$ cat src/rtl/wb_regfile_if.sv
// Write-back / register-read bus of the pipeline register file.
// The master drives the MEM/WB and ID-stage inputs. The slave returns the read data, the forwarded write-back value and the retire count.
interface wb_regfile_if #(
  parameter int W = 32
);
  logic         wb_mem_to_reg;
  logic         wb_reg_write;
  logic [W-1:0] wb_read_data;
  logic [W-1:0] wb_alu_res;
  logic [4:0]   wb_reg_dest;
  logic [4:0]   rs_addr;
  logic [4:0]   rt_addr;
  logic [W-1:0] rs_data;
  logic [W-1:0] rt_data;
  logic [W-1:0] wb_data;
  logic [31:0]  retire_count;

  modport master (
    output wb_mem_to_reg, wb_reg_write, wb_read_data, wb_alu_res, wb_reg_dest,
    output rs_addr, rt_addr,
    input  rs_data, rt_data, wb_data, retire_count
  );

  modport slave (
    input  wb_mem_to_reg, wb_reg_write, wb_read_data, wb_alu_res, wb_reg_dest,
    input  rs_addr, rt_addr,
    output rs_data, rt_data, wb_data, retire_count
  );
endinterface

$ cat src/rtl/wb_regfile.sv
// Register file with a write-back mux, two combinational read ports and a write-through bypass.
// It also holds a free-running retire counter. Register 0 is hardwired to zero.
module wb_regfile #(
  parameter int W    = 32,
  parameter int NREG = 32
) (
  input  logic         clk,
  input  logic         rst,
  wb_regfile_if.slave  bus
);
  localparam logic [5:0] NREG_L = 6'(NREG);

  logic [W-1:0] r_regs [NREG];
  logic [31:0]  r_retire_count;
  logic [W-1:0] w_wb_data;
  logic         w_wr_valid;
  logic [W-1:0] w_rs_data;
  logic [W-1:0] w_rt_data;

  assign w_wb_data  = bus.wb_mem_to_reg ? bus.wb_read_data : bus.wb_alu_res;
  assign w_wr_valid = bus.wb_reg_write && (bus.wb_reg_dest != 5'd0)
                      && ({1'b0, bus.wb_reg_dest} < NREG_L);

  // Bypass is gated by reset so that nothing leaks out while the array is cleared.
  function automatic logic [W-1:0] read_port(
    input logic         rst_n_i,
    input logic [4:0]   addr,
    input logic         we,
    input logic [4:0]   dest,
    input logic [W-1:0] wdata,
    input logic [W-1:0] stored
  );
    if (!rst_n_i || addr == 5'd0 || ({1'b0, addr} >= NREG_L))
      return '0;
    else if (we && dest == addr)
      return wdata;
    else
      return stored;
  endfunction

  always_comb begin
    w_rs_data = read_port(rst, bus.rs_addr, bus.wb_reg_write, bus.wb_reg_dest,
                          w_wb_data, r_regs[bus.rs_addr]);
    w_rt_data = read_port(rst, bus.rt_addr, bus.wb_reg_write, bus.wb_reg_dest,
                          w_wb_data, r_regs[bus.rt_addr]);
  end

  always_ff @(posedge clk or negedge rst) begin
    if (!rst) begin
      for (int i = 0; i < NREG; i++) r_regs[i] <= '0;
      r_retire_count <= '0;
    end else begin
      if (w_wr_valid) r_regs[bus.wb_reg_dest] <= w_wb_data;
      // Dest-0 writes still retire an instruction, so they are counted.
      if (bus.wb_reg_write) r_retire_count <= r_retire_count + 32'd1;
    end
  end

  assign bus.rs_data      = w_rs_data;
  assign bus.rt_data      = w_rt_data;
  assign bus.wb_data      = w_wb_data;
  assign bus.retire_count = r_retire_count;
endmodule

$ cat src/flat_wrapper.sv
// flat-port wrapper written by rule: the top's interface ports become plain ports
module wb_regfile_flat 
#(
  parameter int W    = 32,
  parameter int NREG = 32
)
  (clk, rst, bus_wb_mem_to_reg, bus_wb_reg_write, bus_wb_read_data, bus_wb_alu_res, bus_wb_reg_dest, bus_rs_addr, bus_rt_addr, bus_rs_data, bus_rt_data, bus_wb_data, bus_retire_count);
  wb_regfile_if #(.W(W)) bus_i ();
  input  logic clk;
  input  logic rst;
  input wire logic [$bits(bus_i.wb_mem_to_reg)-1:0] bus_wb_mem_to_reg;
  input wire logic [$bits(bus_i.wb_reg_write)-1:0] bus_wb_reg_write;
  input wire logic [$bits(bus_i.wb_read_data)-1:0] bus_wb_read_data;
  input wire logic [$bits(bus_i.wb_alu_res)-1:0] bus_wb_alu_res;
  input wire logic [$bits(bus_i.wb_reg_dest)-1:0] bus_wb_reg_dest;
  input wire logic [$bits(bus_i.rs_addr)-1:0] bus_rs_addr;
  input wire logic [$bits(bus_i.rt_addr)-1:0] bus_rt_addr;
  output wire logic [$bits(bus_i.rs_data)-1:0] bus_rs_data;
  output wire logic [$bits(bus_i.rt_data)-1:0] bus_rt_data;
  output wire logic [$bits(bus_i.wb_data)-1:0] bus_wb_data;
  output wire logic [$bits(bus_i.retire_count)-1:0] bus_retire_count;
  assign bus_i.wb_mem_to_reg = bus_wb_mem_to_reg;
  assign bus_i.wb_reg_write = bus_wb_reg_write;
  assign bus_i.wb_read_data = bus_wb_read_data;
  assign bus_i.wb_alu_res = bus_wb_alu_res;
  assign bus_i.wb_reg_dest = bus_wb_reg_dest;
  assign bus_i.rs_addr = bus_rs_addr;
  assign bus_i.rt_addr = bus_rt_addr;
  assign bus_rs_data = bus_i.rs_data;
  assign bus_rt_data = bus_i.rt_data;
  assign bus_wb_data = bus_i.wb_data;
  assign bus_retire_count = bus_i.retire_count;
  wb_regfile #(.W(W), .NREG(NREG)) u_core (.clk(clk), .rst(rst), .bus(bus_i));
endmodule
$ cat config.mk
export PLATFORM = sky130hd
export DESIGN_NAME = wb_regfile_flat
export DESIGN_NICKNAME = d
export VERILOG_FILES = /design/src/rtl/wb_regfile_if.sv /design/src/rtl/wb_regfile.sv /design/src/flat_wrapper.sv
export SDC_FILE = /design/constraint.sdc
export NUM_CORES = 2
export LEC_CHECK = 0
export CAP_MARGIN = 20
export CORE_UTILIZATION = 45
export CTS_CLUSTER_DIAMETER = 50
export DETAILED_ROUTE_END_ITERATION = 10
export SLEW_MARGIN = 5
export SYNTH_ARGS = -nofsm -noshare
export SYNTH_HDL_FRONTEND = slang
export SYNTH_SLANG_ARGS = --single-unit
$ cat constraint.sdc
create_clock -name clk -period 2.1 [get_ports clk]
set_clock_uncertainty 0.05 [all_clocks]
set_input_delay 0.21 -clock clk [delete_from_list [all_inputs] [get_ports clk]]
set_output_delay 0.21 -clock clk [all_outputs]
set_load 0.005 [all_outputs]
# Yosys cells after proc, flatten, opt, wreduce, memory -nomap -nowiden
# Cells that the tools add are included.
dict set report classes {
  shifts 0
  n_addsub 1
  magnitude_cmp 4
  mul 0
  div 0
  n_mux 14
  bitwise_logic 3
  n_eq_ne 2
  n_reduce_logical 10
}
# operator count
set op_table {}
lappend op_table {{$bwmux 1024} 1}
lappend op_table {{$bmux 32 s5} 2}
lappend op_table {{$mux 32} 10}
lappend op_table {{$demux 32 s5} 1}
lappend op_table {{$add 32x1->32 const B} 1}
lappend op_table {{$ge 6x6->1 const B} 3}
lappend op_table {{$not 5->6} 3}
lappend op_table {{$eq 5x5->1} 2}
lappend op_table {{$logic_not 5->1} 2}
lappend op_table {{$lt 6x1->1 const B} 1}
lappend op_table {{$reduce_bool 5->1} 1}
lappend op_table {{$logic_and 1x1->1} 4}
lappend op_table {{$logic_or 1x1->1} 2}
lappend op_table {{$logic_not 1->1} 1}
dict set report totals {
  reg_bits 1056
  ram_bits 0
  rom_bits 0
  latch_bits 0
  memories 0
  in_bits 83
  wordCells 67
}

# Logic depth before layout (Yosys ltp)
dict set report logic_depth {
  word_depth 6
  mapped_depth 9
  mapped_depth_nobuf 6
}

# Least setup slack after synthesis
# No wires, ideal clock.
dict set report synth_path {
  kind {input-to-output}
  startpoint {in bus_rs_addr[1]}
  endpoint {out bus_rs_data[16]}
  t_arrival_ns 1.814
  stages 7
  setup_slack_ns 0.026
  t_required_ns 1.840
  cell_sequence {buf_4 > buf_2 > buf_1 > mux4_2 > a22oi_1 > o21ai_1 > a221o_1}
}
dict set report synth_via {
  elab_chain_cells 6
  elab_cells_between_ends 10
  cone_classes {1 x eq/ne; 5 x mux; 1 x bitwise; 3 x reduce/logical}
}
# element line
set synth_lines {}
lappend synth_lines {{from (decl)} flat_wrapper.sv:16} ;# input wire logic [$bits(bus_i.rs_addr)-1:0] bus_rs_addr;
lappend synth_lines {{$not 5->6 (implied by the code)} wb_regfile.sv:43} ;# w_wb_data, r_regs[bus.rs_addr]);
lappend synth_lines {{$bmux 32 s5} wb_regfile.sv:43}
lappend synth_lines {{$mux 32 (implied by the code) (2 in series)} wb_regfile.sv:43}
lappend synth_lines {{$mux 32} wb_regfile.sv:35} ;# else if (we && dest == addr)
lappend synth_lines {{$mux 32 (*)} wb_regfile.sv:33} ;# if (!rst_n_i || addr == 5'd0 || ({1'b0, addr} >= NREG_L))
lappend synth_lines {{to (decl)} flat_wrapper.sv:18} ;# output wire logic [$bits(bus_i.rs_data)-1:0] bus_rs_data;
# Every way passes the cells marked *; elsewhere a longest branch is shown, timed or not. The select of a mux whose other input is x is not followed.

# Final worst setup path
dict set report layout_path {
  startpoint {reg u_core.r_regs[397] in the netlist's numbering}
  endpoint {out bus_rs_data[13]}
}
dict set report layout_via {
  elab_chain_cells 5
}
# element line
set layout_lines {}
lappend layout_lines {{from (decl)} wb_regfile.sv:13} ;# logic [W-1:0] r_regs [NREG];
lappend layout_lines {{from (signal, indexed assignment)} wb_regfile.sv:53} ;# if (w_wr_valid) r_regs[bus.wb_reg_dest] <= w_wb_data;
lappend layout_lines {{$bmux 32 s5} wb_regfile.sv:43}
lappend layout_lines {{$mux 32 (implied by the code) (2 in series)} wb_regfile.sv:43}
lappend layout_lines {{$mux 32} wb_regfile.sv:35}
lappend layout_lines {{$mux 32} wb_regfile.sv:33}
# Every way passes these cells. The select of a mux whose other input is x is not followed.

==> impl_metrics.prom <==
# TYPE chip_impl_metric gauge
chip_impl_metric{name="regToRegSetupSlack",unit="ps"} 220
chip_impl_metric{name="detail_route.vias_per_cell",unit=""} 6.11
chip_impl_metric{name="drt_wl_total",unit="mm"} 209
chip_impl_metric{name="required",unit="ps"} 1840
chip_impl_metric{name="worst_skew_pair.late_latency",unit="ps"} 770
chip_impl_metric{name="remaining_drc_errors",unit=""} 0
chip_impl_metric{name="timing.final.crit_period",unit="ps"} 2860
chip_impl_metric{name="route.detailed.wl_per_inst",unit="um"} 27.3
chip_impl_metric{name="placedInstanceArea",unit="um^2"} 66500
chip_impl_info{name="final_common_cell",value="sky130_fd_sc_hd__dfrtp_1"} 1
chip_impl_info{name="run_status",value="complete, but fails checks"} 1
chip_impl_info{name="cp-end-kind",value="primary output"} 1
chip_impl_metric{name="clk_transition_reported_paths",unit="ps"} 60
chip_impl_metric{name="antenna_violating_nets_post_route",unit=""} 0
chip_impl_metric{name="worstPathMaxFanout",unit=""} 2
chip_impl_metric{name="dieArea",unit="um^2"} 124000
chip_impl_metric{name="fin_area",unit="um^2"} 73500
chip_impl_info{name="largest_area_contributor_in_the_synthesized_netlist",value="sky130_fd_sc_hd__dfrtp_1"} 1
chip_impl_info{name="critical-path-slowest-cell",value="sky130_fd_sc_hd__mux4_2"} 1
chip_impl_info{name="postSynth.topFlopCell",value="sky130_fd_sc_hd__dfrtp_1"} 1
chip_impl_info{name="crit_path_category",value="register to primary output"} 1
chip_impl_metric{name="drv_cap",unit=""} 0
chip_impl_metric{name="fraction_of_final_layout_cells_sized_beyond_drive_strength_1",unit="%"} 33.8
chip_impl_info{name="clock_tree.root_cell",value="sky130_fd_sc_hd__clkbuf_16"} 1
chip_impl_metric{name="clock_sink_count",unit=""} 1056
chip_impl_metric{name="synthesis.area",unit="um^2"} 55200
chip_impl_metric{name="nets",unit=""} 6008
chip_impl_info{name="timing.critical_path.max_delay_family",value="compound AO/OA/AOI/OAI gates"} 1
chip_impl_info{name="tritoncts",value="built"} 1
chip_impl_metric{name="max_slew.worst_pin.slew",unit="ps"} 982
chip_impl_metric{name="finish.utilization",unit="%"} 60.3
chip_impl_info{name="violations",value="setup timing"} 1
chip_impl_metric{name="postSynthRegisterBits",unit=""} 1056
chip_impl_metric{name="diodes_inserted",unit=""} 0
chip_impl_metric{name="min_period_over_period",unit="%"} 136
chip_impl_info{name="top_post_synthesis_cells_by_area",value="sky130_fd_sc_hd__dfrtp_1 48%, sky130_fd_sc_hd__mux4_2 15%, sky130_fd_sc_hd__a21oi_1 5.7%, sky130_fd_sc_hd__mux2i_1 5.5%, sky130_fd_sc_hd__nor2_1 4.8%"} 1
chip_impl_metric{name="floorplan.die.width",unit="um"} 352
chip_impl_metric{name="cts_max_level",unit=""} 4
chip_impl_metric{name="async_reset_ff_share",unit="%"} 100
chip_impl_metric{name="synth_nets",unit=""} 5233
chip_impl_metric{name="static-leakage-power",unit="nW"} 32.5
chip_impl_info{name="critPathLaunchType",value="register"} 1
chip_impl_metric{name="groute.usage.overall",unit="%"} 33.8
chip_impl_metric{name="via_count_of_the_first_global_routing_pass",unit=""} 46623
chip_impl_metric{name="globalplace.congestion",unit=""} 0.932
chip_impl_metric{name="drt_pre_antenna_iters",unit=""} 5
chip_impl_metric{name="initial_core_util",unit="%"} 45.4
chip_impl_metric{name="1st_iter_drt_viols",unit=""} 4875
chip_impl_info{name="min_path_type",value="primary input to register"} 1
chip_impl_metric{name="synth.top_cell.area_share",unit="%"} 47.9
chip_impl_metric{name="core_region_area",unit="um^2"} 122000
chip_impl_metric{name="timing.final.setup_violations",unit=""} 64
chip_impl_metric{name="hold_viol",unit=""} 0
chip_impl_metric{name="ys.warnings.count",unit=""} 0
chip_impl_info{name="layout.cells.most_common_list",value="1,056 x sky130_fd_sc_hd__dfrtp_1, 738 x sky130_fd_sc_hd__buf_4, 679 x sky130_fd_sc_hd__nor2_1, 614 x sky130_fd_sc_hd__a21oi_1, 426 x sky130_fd_sc_hd__nand2_1"} 1
chip_impl_metric{name="globalRoute.totalOverflow",unit=""} 0
chip_impl_metric{name="place_hpwl",unit="mm"} 142
chip_impl_metric{name="synth-seq-area-share",unit="%"} 47.9
chip_impl_metric{name="grt_pass1_wl",unit="mm"} 312
chip_impl_metric{name="avgSynthCellArea",unit="um^2"} 10.7
chip_impl_metric{name="syn_inst",unit=""} 5149
chip_impl_metric{name="ir_drop",unit="V"} 0.000935
chip_impl_metric{name="buffer_ports.inserted",unit=""} 210
chip_impl_metric{name="max_freq",unit="MHz"} 350
chip_impl_metric{name="numCtsBuffers",unit=""} 137
chip_impl_metric{name="die_y",unit="um"} 352
chip_impl_metric{name="placement_rows",unit=""} 128
chip_impl_metric{name="report.final.slew_viol_count",unit=""} 0
chip_impl_info{name="worstPathCellList",value="mux4_2, a22oi_2, o21ai_4, a221o_1, buf_2"} 1
chip_impl_metric{name="slowest_delay",unit="ps"} 500
chip_impl_info{name="grt_setup_unrepaired",value="yes"} 1
chip_impl_metric{name="number_of_antenna_violations_at_the_first_check_in_global_routing",unit=""} 1
chip_impl_metric{name="setup_ws",unit="ps"} -759
chip_impl_metric{name="via_count",unit=""} 46791
chip_impl_metric{name="clockBufferDepth",unit=""} 3
chip_impl_metric{name="largest_net_degree_at_the_start_of_global_routing",unit=""} 167
chip_impl_metric{name="count_of_filler_cells_inserted_in_the_layout",unit=""} 9897
chip_impl_metric{name="edff_count_synth",unit=""} 0
chip_impl_metric{name="data_arrival_time_of_the_critical_path",unit="ps"} 2600
chip_impl_metric{name="number_of_unique_standard_cell_types_used_by_synthesis",unit=""} 50
chip_impl_metric{name="maxSlewHeadroom",unit="%"} 34.6
chip_impl_metric{name="area_growth_syn_to_layout",unit="%"} 33.1
chip_impl_metric{name="power.density",unit="nW/um^2"} 980
chip_impl_metric{name="ports_placed_on_the_boundary",unit=""} 211
chip_impl_metric{name="worstPathBufferInverterCount",unit=""} 1
cells by family (layout without fill, tap and decap cells):
family	after synthesis	after routing	synth area share (%)
compound gates	1444	1444	15.2
xor+xnor	41	41	0.651
fa+ha+maj	1	1	0.0227
buf+inv	578	1463	4.83
flops	1056	1056	47.9
mux	731	731	21.8
simple gates	1298	1298	9.59
registers in the layout, indices dropped and copies added, names as in the netlist:
signal and flops:
u_core.bus.retire_count 32, u_core.r_regs 1024
area by class of cell:
cell class / instances / area [um^2] / share of cell area [%]
Clock buffer: 182 / 3960 / 5.39
Clock inverter: 67 / 962 / 1.31
Inverter: 34 / 128 / 0.174
Multi-Input combinational cell: 3515 / 28200 / 38.5
Sequential cell: 1056 / 26400 / 36.0
Tap cell: 1625 / 2030 / 2.77
Timing Repair Buffer: 1180 / 11700 / 15.9
per-stage QoR:
step	setup slack (ps)	hold slack, ps	TNS (ps)	std cells	total power, mW
5_1_grt	-774	233	-40920	7659	75.0
3_3_place_gp	-1660	205	-339050	7352	44.4
3_5_place_dp	-1630	201	-332200	7352	45.0
6_report	-759	220	-37340	7659	71.9
2_1_floorplan	26.3	-136	0	5149	37.3
4_1_cts	-753	177	-39680	7643	71.5
Yosys cell counts (13+ instances only):
| cell | n |
|---|---|
| sky130_fd_sc_hd__a21o_1 | 21 |
| sky130_fd_sc_hd__mux2i_1 | 306 |
| sky130_fd_sc_hd__xnor2_1 | 27 |
| sky130_fd_sc_hd__nand3_1 | 14 |
| sky130_fd_sc_hd__o21ai_1 | 16 |
| sky130_fd_sc_hd__o22ai_1 | 79 |
| sky130_fd_sc_hd__xor2_1 | 14 |
| sky130_fd_sc_hd__buf_2 | 101 |
| sky130_fd_sc_hd__o21ai_0 | 407 |
| sky130_fd_sc_hd__nand2_1 | 439 |
| sky130_fd_sc_hd__nand4_1 | 13 |
| sky130_fd_sc_hd__a221oi_1 | 124 |
| sky130_fd_sc_hd__a21oi_1 | 626 |
| sky130_fd_sc_hd__buf_6 | 24 |
| sky130_fd_sc_hd__mux4_2 | 373 |
| sky130_fd_sc_hd__buf_4 | 37 |
| sky130_fd_sc_hd__a22oi_1 | 52 |
| sky130_fd_sc_hd__o221ai_1 | 36 |
| sky130_fd_sc_hd__clkbuf_1 | 368 |
| sky130_fd_sc_hd__mux2_2 | 52 |
| sky130_fd_sc_hd__inv_1 | 33 |
| sky130_fd_sc_hd__nor2_1 | 701 |
| sky130_fd_sc_hd__a221o_1 | 16 |
| sky130_fd_sc_hd__a22o_1 | 25 |
| sky130_fd_sc_hd__nand2b_1 | 60 |
| sky130_fd_sc_hd__o21bai_1 | 38 |
| sky130_fd_sc_hd__dfrtp_1 | 1056 |
| sky130_fd_sc_hd__nor3_1 | 29 |
power by group:
part	total, mW	switching [mW]	internal, mW	leakage, nW
logic	18.6	8.43	10.1	16.9
clock network	25.4	9.65	15.7	2.40
registers	28.0	3.28	24.7	13.1
final timing paths:
kind | start | to | cells past startpoint
min in group asynchronous | rst | u_core.r_regs[694] | 3
max in group asynchronous | rst | u_core.r_regs[109] | 4
worst max register to register | u_core.bus.retire_count[3] | u_core.bus.retire_count[27] | 5
worst min register to register | u_core.r_regs[996] | u_core.r_regs[996] | 0
worst min-delay path | bus_wb_mem_to_reg | u_core.r_regs[336] | 5
worst max-delay path | u_core.r_regs[397] | bus_rs_data[13] | 5
layer usage:
| layer | up-vias | share of wire [%] | track usage [%] |
|---|---|---|---|
| met2 | 2227 | 45 | 50.5 |
| li1 | 20289 | - | - |
| met4 | 2 | 4.8 | 15.8 |
| met1 | 23795 | 41 | 46.8 |
| met3 | 478 | 9.1 | 7.92 |
| met5 | - | 0.0053 | 0 |
worst min-delay path, cell delays in order:
cell	delay (ps)
sky130_fd_sc_hd__buf_4	110
sky130_fd_sc_hd__buf_12	140
sky130_fd_sc_hd__mux2i_2	80
sky130_fd_sc_hd__buf_4	240
sky130_fd_sc_hd__a21oi_1	160
timing repair:
item	in CTS	in global routing
resized for setup	551	79
cloned	0	1
pin swaps	151	87
hold endpoints to repair	181	0
hold buffers	1	0
setup buffers	64	17
setup endpoints to repair	64	119
Power figures use the tool's default switching activity.
